File: config.mk
export PLATFORM = sky130hd
export DESIGN_NAME = shift_sequencer
export DESIGN_NICKNAME = d
export VERILOG_FILES = /design/src/rtl/shift_sequencer.sv
export SDC_FILE = /design/constraint.sdc
export NUM_CORES = 1
export LEC_CHECK = 0
export CELL_PAD_IN_SITES_DETAIL_PLACEMENT = 1
export CELL_PAD_IN_SITES_GLOBAL_PLACEMENT = 2
export CORE_AREA = 2 2 58 60
export DETAILED_ROUTE_END_ITERATION = 10
export DIE_AREA = 0 0 60 62
export PLACE_DENSITY_LB_ADDON = 0.1
export SETUP_SLACK_MARGIN = 0.02
export SYNTH_ARGS = -nofsm -noshare
export SYNTH_HDL_FRONTEND = slang
export SYNTH_SLANG_ARGS = --single-unit
File: constraint.sdc
create_clock -name clk -period 1.55 [get_ports clk]
set_input_delay 0.2325 -clock clk [delete_from_list [all_inputs] [get_ports clk]]
set_output_delay 0.2325 -clock clk [all_outputs]
set_load 0.01 [all_outputs]
File: src/rtl/shift_sequencer.sv
// Command-driven controller for a WIDTH-bit bidirectional shift register.
// Loads, clears, or shifts the held word one bit per clock, then pulses done.
module shift_sequencer #(
  parameter int unsigned WIDTH = 4,
  parameter int unsigned CNT_W = 3
) (
  input  logic             clk,
  input  logic             rst,
  input  logic             cmd_valid,
  output logic             cmd_ready,
  input  logic [1:0]       cmd_op,
  input  logic             cmd_rotate,
  input  logic [CNT_W-1:0] cmd_amount,
  input  logic [WIDTH-1:0] cmd_data,
  input  logic             fill_bit,
  input  logic             abort,
  output logic [WIDTH-1:0] data_out,
  output logic             busy,
  output logic             done,
  output logic             step_left,
  output logic             step_right
);

  localparam logic [1:0] OP_LOAD  = 2'b00;
  localparam logic [1:0] OP_LEFT  = 2'b01;
  localparam logic [1:0] OP_CLEAR = 2'b11;

  typedef enum logic [1:0] {
    S_IDLE  = 2'd0,
    S_SHIFT = 2'd1,
    S_DONE  = 2'd2
  } state_t;

  state_t             state_q, state_d;
  logic [WIDTH-1:0]   data_q, data_d;
  logic [CNT_W-1:0]   count_q, count_d;
  logic               left_q, left_d;
  logic               rot_q, rot_d;
  logic               left_in, right_in;
  logic [WIDTH-1:0]   stepped;

  // State and datapath registers
  always_ff @(posedge clk or posedge rst) begin
    if (rst) begin
      state_q <= S_IDLE;
      data_q  <= '0;
      count_q <= '0;
      left_q  <= 1'b0;
      rot_q   <= 1'b0;
    end else begin
      state_q <= state_d;
      data_q  <= data_d;
      count_q <= count_d;
      left_q  <= left_d;
      rot_q   <= rot_d;
    end
  end

  // Single-bit step of the held word; rotate wraps the bit that falls off
  always_comb begin
    left_in  = rot_q ? data_q[WIDTH-1] : fill_bit;
    right_in = rot_q ? data_q[0]       : fill_bit;
    if (left_q) stepped = {data_q[WIDTH-2:0], left_in};
    else        stepped = {right_in, data_q[WIDTH-1:1]};
  end

  // Next-state and datapath update
  always_comb begin
    state_d = state_q;
    data_d  = data_q;
    count_d = count_q;
    left_d  = left_q;
    rot_d   = rot_q;
    case (state_q)
      S_IDLE: begin
        if (cmd_valid) begin
          case (cmd_op)
            OP_LOAD: begin
              data_d  = cmd_data;
              state_d = S_DONE;
            end
            OP_CLEAR: begin
              data_d  = '0;
              state_d = S_DONE;
            end
            default: begin
              data_d = cmd_data;
              left_d = (cmd_op == OP_LEFT);
              rot_d  = cmd_rotate;
              if (cmd_amount == '0) begin
                state_d = S_DONE;
              end else begin
                count_d = cmd_amount;
                state_d = S_SHIFT;
              end
            end
          endcase
        end
      end
      S_SHIFT: begin
        if (abort) begin
          count_d = '0;
          state_d = S_IDLE;
        end else begin
          data_d  = stepped;
          count_d = count_q - CNT_W'(1);
          if (count_q == CNT_W'(1)) state_d = S_DONE;
        end
      end
      S_DONE:  state_d = S_IDLE;
      default: state_d = S_IDLE;
    endcase
  end

  // Moore outputs decoded from the state register
  always_comb begin
    cmd_ready  = (state_q == S_IDLE);
    busy       = (state_q != S_IDLE);
    done       = (state_q == S_DONE);
    step_left  = (state_q == S_SHIFT) &&  left_q;
    step_right = (state_q == S_SHIFT) && !left_q;
    data_out   = data_q;
  end

endmodule

==> Word-level counts from Yosys, hierarchy flattened <==
Index checks and enable logic that the tools add are counted.
{ "word_totals": {"register_bits": 11, "out_inout_bits": 9, "word_cells": 48, "inputBits": 15} }
{ "op_classes": {"n_bitwise": 1, "muxes": 18, "n_reduce_logical": 13, "addsub": 1, "n_eq_ne": 10} }
{ "ops": {"columns": ["operator", "count"], "rows": [
  ["4-bit 2-to-1 mux", 4],
  ["3-bit 2-to-1 mux", 4],
  ["2-bit 2-to-1 mux", 5],
  ["2-bit inequality test (second input constant)", 4],
  ["4-bit one-hot mux with 2 select lines", 1],
  ["3-bit one-hot mux with 2 select lines", 1],
  ["3-bit AND reduction", 2],
  ["2-bit by 1-bit equality test with 1-bit output (second input constant)", 2],
  ["2-bit equality test (second input constant)", 2],
  ["2-bit logical NOT", 2],
  ["2-bit one-hot mux with 2 select lines", 1],
  ["4-bit AND reduction", 1],
  ["2-bit nonzero test", 2],
  ["3-bit by 1-bit equality test with 1-bit output (second input constant)", 1],
  ["3-bit logical NOT", 1],
  ["3-bit inequality test (second input constant)", 1],
  ["3-bit by 1-bit subtractor with 3-bit output (second input constant)", 1],
  ["1-bit logical AND", 2],
  ["1-bit 2-to-1 mux", 2],
  ["2-bit AND reduction", 1],
  ["2-bit OR reduction", 1],
  ["1-bit logical NOT", 1],
  ["1-bit inverter", 1]
]} }

==> Logic depth before layout (Yosys ltp) <==
Gate-level depths: netlist of run 1.
{ "depth": {"depth_word": 5, "depth_mapped": 5, "depth_no_buf": 5} }

==> Worst setup path before layout of run 1 <==
No wires, ideal clock.
{ "synth_path": {"path_kind": "in2reg", "start": "input port cmd_op[1]", "end": "register count_q[0]", "cell_stages": 5, "setup_slack_ps": 197, "n_path_buf": 0, "setup_ps": 135, "arrival_time_ps": 1219, "required_ps": 1415, "path_cell_list": "inv_1 ha_1 or3b_1 o211ai_2 o311ai_1"} }
{ "synth_via": {"elab_chain_len": 4, "word_cells_on_any_way": 5, "cone_classes": "eq/ne (2); reduce/logical (3)"} }
{ "synth_lines": {"columns": ["element", "line_no", "source"], "rows": [
  ["start: declaration", "11", "input logic [1:0] cmd_op,"],
  ["2-bit equality test or 2-bit logical NOT (tied branches)", "77", "case (cmd_op)"],
  ["2-bit OR reduction (no line) *", null, null],
  ["2-bit inequality test (no line) *", null, null],
  ["4-bit AND reduction (no line) *", null, null],
  ["end signal: assignment", "53", "count_q <= count_d;"],
  ["end: declaration", "36", "logic [CNT_W-1:0] count_q, count_d;"]
]} }
Mark *: on every way between the ends. The rest lies on a longest branch, timed or not.
A chain may end at the register's enable or synchronous reset.

==> Worst setup path in the final report of run 1 <==
{ "layout_path": {"start": "register state_q[1]", "end": "register data_q[0], in the netlist data_out[0]"} }
{ "layout_via": {"elab_chain_len": 3, "word_cells_on_any_way": 7, "cone_classes": "eq/ne (3); mux (1); reduce/logical (3)"} }
{ "layout_lines": {"columns": ["element", "line_no", "source"], "rows": [
  ["start: declaration", "34", "state_t state_q, state_d;"],
  ["start signal: assignment", "51", "state_q <= state_d;"],
  ["2-bit by 1-bit equality test with 1-bit output or 2-bit logical NOT (tied branches)", "74", "case (state_q)"],
  ["2-bit inequality test (no line) or 2-bit nonzero test (tied branches)", null, null],
  ["3-bit AND reduction (no line)", null, null],
  ["end signal: assignment", "52", "data_q <= data_d;"],
  ["end: declaration", "35", "logic [WIDTH-1:0] data_q, data_d;"]
]} }
Several ways; a longest one is shown, not always the timed one.

==> results of run 1 <==
synth_stat cells, types with 2 or more instances:
library cell	count	area share (%)
o21ai_0	3	1.8
nor2_1	3	1.4
nand3b_1	2	1.8
inv_1	9	4.1
dfrtp_1	11	33
mux2_2	4	5.5
nand2b_1	6	4.5
buf_6	2	2.7
mux2i_1	6	7.3
or3b_1	2	2.1
ha_1	4	6.1
nor2b_1	2	1.5
nand3_1	3	1.8
cell usage in the layout, fill, tap and decap left out, types with 3 or more instances in the layout:
cell,n
buf_4,13
buf_6,3
clkbuf_4,3
clkdlybuf4s50_1,16
dfrtp_1,11
ha_1,3
inv_1,8
mux2_2,4
mux2i_1,6
nand2b_1,6
nand3_1,3
o21ai_0,3
flip-flops by register name, indices dropped and copies added (netlist names):
name	flops
state_q	2
count_q	3
rot_q	1
data_out	4
left_q	1
timing repair:
item / in CTS / in global routing
resized for setup: 14 / 11
cloned: 0 / 0
buffers inserted: 0 / 3
pin swaps: 0 / 3
setup endpoints to repair: 12 / 10
cell families after synthesis:
group,count (synthesis)
AOI/OAI and AO/OA,13
xor gates and xnor gates,1
adders and majority gates,4
buffers and inverters,13
DFF,11
muxes,11
and+or+nand+nor,28
metal layers:
metal	vias to the layer above	share of wire [%]	wire length, um	track usage, %
met3	4	4.1	90	3.52
li1	366	-	-	-
met2	15	48	1060	21.9
met1	356	46	1020	17.8
met5	-	0	0	0
met4	0	1.0	23	3.81
stage by stage:
step,hold slack (ns),setup slack [ns]
finish,0.281,0.0558
global placement,0.547,-0.348
detailed placement,0.556,-0.373
CTS,0.291,-0.00277
global route,0.337,0.00493
floorplan,0.0849,0.197
power groups by stage:
stage          logic (mW)  registers, mW  clock network [mW]
6_report             1.07          0.541               0.198
5_1_grt              1.17          0.570               0.228
4_1_cts              1.02          0.544               0.208
3_5_place_dp         1.01          0.548                   0
3_3_place_gp        0.988          0.544                   0
2_1_floorplan       0.586          0.535                   0
final cells by class:
type / instances / share of cell area, %
Multi-Input combinational cell: 57 / 41.2
Clock buffer: 4 / 2.07
Tap cell: 46 / 4.53
Sequential cell: 11 / 21.7
Inverter: 9 / 2.66
Timing Repair Buffer: 39 / 27.9
worst paths after layout:
kind | from | endpoint | cells after the start
setup / recovery | state_q[1] | data_out[0] | 5
hold / removal | rst | data_out[1] | 2
setup reg to reg | state_q[1] | data_out[0] | 5
hold reg to reg | count_q[1] | count_q[1] | 2
min in group clk | cmd_op[0] | left_q | 4
max in group asynchronous | rst | left_q | 2
worst max-delay path, stage by stage, from the launching register on:
cell      delay, ns
dfrtp_1        0.39
buf_6          0.14
buf_4          0.15
or4bb_1        0.52
o221ai_2       0.08
mux2_2         0.16
==> impl_results.md, run 1 <==
- Register area share after synthesis: 33.3%
- RePlAce Congestion: slightly above 0.7
- Die area: around 0.0037 mm2
- Vias in the first global route: ~760
- Global-route usage over all layers: between 10 and 15%
- Sequential power share: ~30%
- Post-DP Area: roughly 0.0012 mm2
- Synth Warn #: 0
- Number of flops mapped to enable cells by yosys: 0
- Distinct cells, synth: 37
- Largest family of logic cells by synthesized area: simple AND/OR/NAND/NOR gates
- CTS root buf: clkbuf_4
- H-tree depth: 1
- Post-Route Setup TNS: 0 ns
- Crit path required time: about 1.8 ns
- Clock-pin slew on the worst setup and hold paths: around 0.07 ns
- Combinational share of power: 59.1%
- Post-synthesis compound-gate area fraction: around 13%
- Worst vdd ir: 0.000334 V
- Slew margin rel.: around two thirds
- Crit path time final: around 1.5 ns
- RSZ-0062 raised after global routing: no
- Critical Path Start Type: register
- Mapped Avg Cell Area: a little over 10 um2
- Asr flop ratio synth: between 90% and 100%
- Initial Util: between 20% and 30%
- First-pass GRT wire length: 3640 um
- Total grt overflow: 0
- Dominant synthesized flop cell: dfrtp_1
- Multi-input logic area: about 520 um2
- Finished Core Util: 40.0%
- Fmax: around 670 MHz
- Number of port buffers: 23
- Leakage: 0.582 nW
- Pin count of the biggest net entering global routing: 12
- PD cells: between 1000 and 1500 mW/mm2
- Core Rows: 21
- Routed Wire Length: about 2200 um
- Cell count after synthesis: around 80
- Post-synthesis xor/xnor area fraction: between 1 and 1.5%
- ANT cells: 0
- Switching Share: 37.2%
- Worst R2R Setup Slack: around 0.056 ns
- Drt wl/cell: between 10 and 15 um
- HPWL after detailed placement: around 1800 um
- Max_cap viols: 0
- Post-DR vias/cell: approximately 4.5
- Nets: between 100 and 150
- Power Total: 1.81 mW
- Total internal power: 1.13 mW
- Layout fillers: 370
- Sink Count: 11
- Storage cell area: around 280 um2
- CTS Buf Count: 3
- Synth Area in Simple Gates: between 20% and 30%
- Critical Path AT: approximately 1.7 ns
- Post-route design area: approximately 0.0013 mm2
- Die Wd: ~60 um
- Syn_nets: 100
- Crit end category: register
- Vias after detailed routing: approximately 740
- Clock group share of total power: 10.9%
- Layout cells sized above 1: approximately 31%
- Endpoints failing setup: 0
- CTS tree: done
- Slew Viols, Final: 0
- Clock Skews: approximately 0.003 ns
- Hold_buf cts: 0
- Dpl cells: 159
- Worst hold-check path type: input port to async pin
- Drt drc: 0
- Status: complete, no violations
- Critical path type: register to register
- Core ar.: roughly 0.0032 mm2
- Non-Filler Instances: roughly 170
- Clk buf depth: 2
- Crit-path max FO: 5
- Synth Cell Area: 826 um2
- Ports: 24
- Post-synthesis mux area share: between 10% and 20%
- Die extent in y: about 62 um
- Net Sw Power: between 0.6 and 0.7 mW
- Synthesis-to-layout area growth: 53.9%
- Seq cells post-synth: 11
- Final worst path period share: approximately 96%
- Final hold viol count: 0
- Worst Max-Slew Pin Slew: between 0.4 and 0.5 ns
- Pre-Repair DR Iteration Count: 3
- Synth Area in Adders: 6.06%
- Iter 0 DRT Violations: 15
- Worst-Skew Late Latency: between 0.2 and 0.3 ns
- Final ANT Viol Nets: 0
- Initial antenna violation count: 0
No activity file was read; power rests on OpenSTA's default activity.
==> inputs of run 2 (changes only) <==
- CORE_AREA: 2 2 58 60 -> 2 2 49 70
- DIE_AREA: 0 0 60 62 -> 0 0 51 72
- GPL_ROUTABILITY_DRIVEN: unset -> 1
- MAX_ROUTING_LAYER: unset -> met4
==> impl_results.md, run 2 (synthesis gave the netlist of run 1 again) <==
- Status: complete, no violations
- Number of port buffers: 23
- Nets: 135
- Worst Max-Slew Pin Slew: around 0.47 ns
- Critical Path AT: between 1.5 and 2 ns
- Total internal power: between 1 and 1.5 mW
- Power Total: ~1.8 mW
- Core ar.: between 0.003 and 0.004 mm2
- Drt drc: 0
- CTS Buf Count: 3
- Final worst path period share: ~96%
- Fmax: 670 MHz
- Met2 usage: ~27%
- Drt wl/cell: 14.7 um
- Crit path required time: around 1.7 ns
- Critical Path Start Type: register
- Layout fillers: approximately 350
- Global-route usage over all layers: between 10% and 20%
- Finished Core Util: about two fifths
- First-pass GRT wire length: about 3800 um
- Post-Route Setup TNS: 0 ns
- Total grt overflow: 0
- Die extent in y: 72 um
- Final hold viol count: 0
- Slew Viols, Final: 0
- Reg2Reg Depth: 4
- Commonest cells after routing, fill and taps aside: 16 x clkdlybuf4s50_1, 11 x dfrtp_1, 9 x buf_4
- Die Wd: slightly above 50 um
- Vias in the first global route: roughly 800
- Worst-Skew Late Latency: ~0.23 ns
- Post-DR vias/cell: about 4.7
- Met1 Use GR: approximately 14%
- PD cells: around 1500 mW/mm2
- Sink Count: 11
- Vias after detailed routing: approximately 720
- Initial Util: between 20 and 30%
- Worst vdd ir: ~0.00055 V
- Sequential power share: 29.6%
- ANT cells: 0
- Clock group share of total power: between 10% and 20%
- Crit end category: register
- Busiest grt layer: met2
- RSZ-0062 raised after global routing: yes
- Initial antenna violation count: 0
- Combinational share of power: between 50% and 60%
- Pre-Repair DR Iteration Count: 3
- Reg-to-Reg Start: state_q[0]
- Clock-pin slew on the worst setup and hold paths: 0.05 ns
- Crit path launch: state_q[0]
- Clk buf depth: 2
- Routing usage on met3: 1.85%
- Iter 0 DRT Violations: 9
- Crit-path max FO: 10
- Pre-CTS setup slack: -0.389 ns
- Critical path type: register to register
- Max reg flops: 4
- Pin count of the biggest net entering global routing: 13
- Clock Skews: approximately 0.0015 ns
- CTS tree: done
- CTS root buf: clkbuf_8
- RePlAce Congestion: between 0.7 and 0.8
- Endpoints failing setup: 0
- Layout cells sized above 1: approximately 25%
- Final ANT Viol Nets: 0
- Slew margin rel.: between 60% and 70%
- Leakage: around 0.55 nW
- Commonest non-fill, non-tap cell in the layout: clkdlybuf4s50_1
- Net Sw Power: about 0.67 mW
- Core Rows: 24
- Max_cap viols: 0
- Routed Wire Length: 2260 um
- Die area: between 0.003 and 0.004 mm2
- Worst Setup Slack, final: 0.0573 ns
- Worst hold-check path type: input port to async pin
- Ports: 24
- H-tree depth: 1
- Crit path time final: 1.49 ns
- Post-DP Area: 0.00115 mm2
- Post-route design area: around 0.0012 mm2
- Synthesis-to-layout area growth: 48.6%
- Switching Share: 36.7%
- HPWL after detailed placement: between 1500 and 2000 um
-- run 2: cell types whose count changed in the layout (fill, tap and decap cells not counted), sizes merged --
cell / change
buf: -6
dlygate4sd2: +3
dlymetal6s2s: -2
-- run 2: power groups by stage --
stage / Sequential [mW] / Clock [mW] / Combinational [mW]
floorplan: 0.535 / 0 / 0.586
global placement: 0.545 / 0 / 0.975
detailed placement: 0.545 / 0 / 0.994
CTS: 0.543 / 0.300 / 0.983
global route: 0.562 / 0.310 / 1.10
finish: 0.541 / 0.288 / 0.999
-- run 2: cell type report --
cell class                      instances  area [um2]  area share, %
Clock buffer                            4        45.0           3.67
Multi-Input combinational cell         57         515           42.0
Inverter                                9        33.8           2.75
Tap cell                               39        48.8           3.98
Sequential cell                        11         275           22.4
Timing Repair Buffer                   34         309           25.2
-- run 2: path summary, 6_finish.rpt --
kind	to	slack, ns
max	data_out[2]	0.06
min	data_out[1]	0.31
max reg2reg	data_out[2]	0.06
min reg2reg	count_q[1]	0.55
max in group asynchronous	left_q	0.92
min in group clk	count_q[1]	0.55
-- run 2: worst max-delay path: stages, from the launching register on --
cell	delay (ns)
dfrtp_1	0.36
buf_6	0.15
or2b_1	0.27
a21oi_4	0.23
mux2_2	0.36
-- run 2: layer usage --
| layer | part of all wire (%) | routed length, um |
|---|---|---|
| met5 | 0 | 0 |
| met4 | 0.93 | 21 |
| met3 | 3.1 | 70 |
| met2 | 57 | 1300 |
| met1 | 38 | 867 |
-- run 2: metrics by stage --
| step | instances | hold WS (ns) |
|---|---|---|
| after global routing | 154 | 0.381 |
| after global placement | 149 | 0.550 |
| final | 154 | 0.310 |
| after detailed placement | 149 | 0.552 |
| after CTS | 153 | 0.324 |
| after floorplan | 81 | 0.0849 |
-- run 2: repair_timing --
action / CTS / global route
resized for setup: 15 / 4
pin swaps: 0 / 3
endpoints found under the setup margin: 10 / 8
setup buffers: 0 / 1
hold buffers: 0 / 0
==> inputs of run 3 (changes only) <==
--- a/config.mk
+++ b/config.mk
@@ -15,2 +15,3 @@
 export PLACE_DENSITY_LB_ADDON = 0.1
+export RECOVER_POWER = 50
 export SETUP_SLACK_MARGIN = 0.02
==> constraint.sdc (replaced) <==
create_clock -name clk -period 1.55 [get_ports clk]
set_input_delay 0.31 -clock clk [delete_from_list [all_inputs] [get_ports clk]]
set_output_delay 0.31 -clock clk [all_outputs]
set_load 0.01 [all_outputs]
==> impl_results.md, run 3 (synthesis gave the netlist of run 1 again) <==
- Net Sw Power: between 0.7 and 0.8 mW
- Initial antenna violation count: 0
- Total grt overflow: 0
- HPWL after detailed placement: around 1900 um
- Worst Setup Slack, final: -0.00281 ns
- Die Wd: a little over 50 um
- Hold WS: approximately 0.52 ns
- Critical path type: register to register
- Number of port buffers: 23
- Post-route design area: between 0.001 and 0.0015 mm2
- Multi-input logic area: about 550 um2
- Commonest non-fill, non-tap cell in the layout: buf_4
- Endpoints failing setup: 1
- Layout cells sized above 1: about two fifths
- Clock-pin slew on the worst setup and hold paths: about 0.050 ns
- Crit-path max FO: 5
- Routed Wire Length: roughly 2300 um
- Status: complete, but fails checks
- Clk buf depth: 2
- CTS Buf Count: 3
- Post-DR vias/cell: between 4 and 5
- Die extent in y: 72 um
- Post-DP Area: around 0.0012 mm2
- Ports: 24
- Max reg flops: 4
- Clock Skews: 0.000236 ns
- Worst hold-check path type: input port to async pin
- Core Rows: 24
- RePlAce Congestion: 0.735
- RSZ-0062 raised after global routing: yes
- Leakage: 0.617 nW
- CTS tree: done
- Critical Path Start Type: register
- Sequential power share: a little over a quarter
- Nets: around 150
- Storage cell area: between 200 and 300 um2
- Clock group share of total power: roughly 14%
- Crit path required time: 1.73 ns
- Initial Util: between 20% and 30%
- Worst-Skew Late Latency: between 0.2 and 0.25 ns
- Final hold viol count: 0
- Crit end category: register
- Slew Viols, Final: 0
- Drt wl/cell: approximately 14 um
- Final ANT Viol Nets: 0
- Pre-CTS setup slack: -0.471 ns
- Worst Max-Slew Pin Slew: roughly 0.46 ns
- Critical Path AT: roughly 1.7 ns
- Iter 0 DRT Violations: 8
- Worst vdd ir: 0.000539 V
- Crit path time final: 1.55 ns
- Max_cap viols: 0
- H-tree depth: 1
- Finished Core Util: between 40% and 50%
- Commonest cells after routing, fill and taps aside: 17 x buf_4, 14 x clkdlybuf4s50_1, 11 x dfrtp_1
- First-pass GRT wire length: just over 4000 um
- Die area: about 0.0037 mm2
- Fmax: 644 MHz
- Core ar.: around 0.0030 mm2
- Final worst path period share: 100%
- Total internal power: around 1.3 mW
- Switching Share: roughly a third
- ANT cells: 0
- Failing checks: negative setup slack
- Pre-Repair DR Iteration Count: 2
- Layout fillers: 358
- Sink Count: 11
- Vias after detailed routing: 766
- Combinational share of power: 59.6%
- Slew margin rel.: a little over two thirds
- PD cells: around 1500 mW/mm2
- Drt drc: 0
- CTS root buf: clkbuf_8
- Global-route usage over all layers: 14.9%
- Synthesis-to-layout area growth: 62.9%
- Post-Route Setup TNS: -0.00281 ns
- Vias in the first global route: just over 800
- Hold_buf cts: 0
- Pin count of the biggest net entering global routing: 12
==> run 3: cell types whose count changed in the layout (fill, tap and decap cells not counted), sizes merged <==
cell           delta
buf              +13
clkdlybuf4s25     +1
clkdlybuf4s50     -2
dlygate4sd2       -2
dlygate4sd3       +1
==> run 3: worst paths after layout <==
kind	slack (ns)	endpoint	from	cells after the start
worst max-delay path	-0.003	data_out[0]	state_q[1]	6
worst min-delay path	0.52	data_out[1]	rst	2
worst max register to register	-0.003	data_out[0]	state_q[1]	6
worst min register to register	0.56	count_q[1]	count_q[1]	2
max in group asynchronous	0.72	left_q	rst	2
min in group clk	0.56	count_q[1]	count_q[1]	2
==> run 3: what timing repair did <==
item / in CTS / in global routing
resized for setup: 28 / 11
setup buffers: 3 / 4
pin swaps: 6 / 5
setup endpoints to repair: 11 / 15
==> run 3: routing by layer <==
| metal | up-vias | part of all wire, % | GRT usage [%] |
|---|---|---|---|
| met2 | 14 | 56 | 27.1 |
| met1 | 372 | 39 | 16.3 |
| li1 | 378 | - | - |
| met3 | 2 | 3.9 | 2.88 |
| met5 | - | 0 | - |
| met4 | 0 | 0.52 | 3.60 |
==> run 3: area by class of cell <==
| class | count | area share, % |
|---|---|---|
| clock buffer | 4 | 3.35 |
| inverter | 9 | 2.51 |
| multi-input combinational | 57 | 40.7 |
| sequential | 11 | 20.5 |
| tap | 39 | 3.63 |
| timing repair buffer | 45 | 29.4 |
==> run 3: worst max-delay path, cell delays in order (launching register included) <==
cell	delay, ns
dfrtp_1	0.39
buf_6	0.13
buf_6	0.12
buf_6	0.12
or4bb_1	0.49
o221ai_2	0.08
mux2_4	0.16
==> run 3: metrics by stage <==
stage,cells,power (mW)
finish,165,2.05
global route,165,2.21
CTS,161,1.97
detailed placement,154,1.59
global placement,154,1.57
floorplan,81,1.12
==> run 3: power by group through the flow <==
| stage | registers [mW] | logic (mW) | clock network [mW] |
|---|---|---|---|
| after floorplan | 0.535 | 0.586 | 0 |
| after global placement | 0.546 | 1.03 | 0 |
| after detailed placement | 0.552 | 1.04 | 0 |
| after CTS | 0.552 | 1.12 | 0.294 |
| after global routing | 0.565 | 1.33 | 0.308 |
| final | 0.541 | 1.22 | 0.286 |
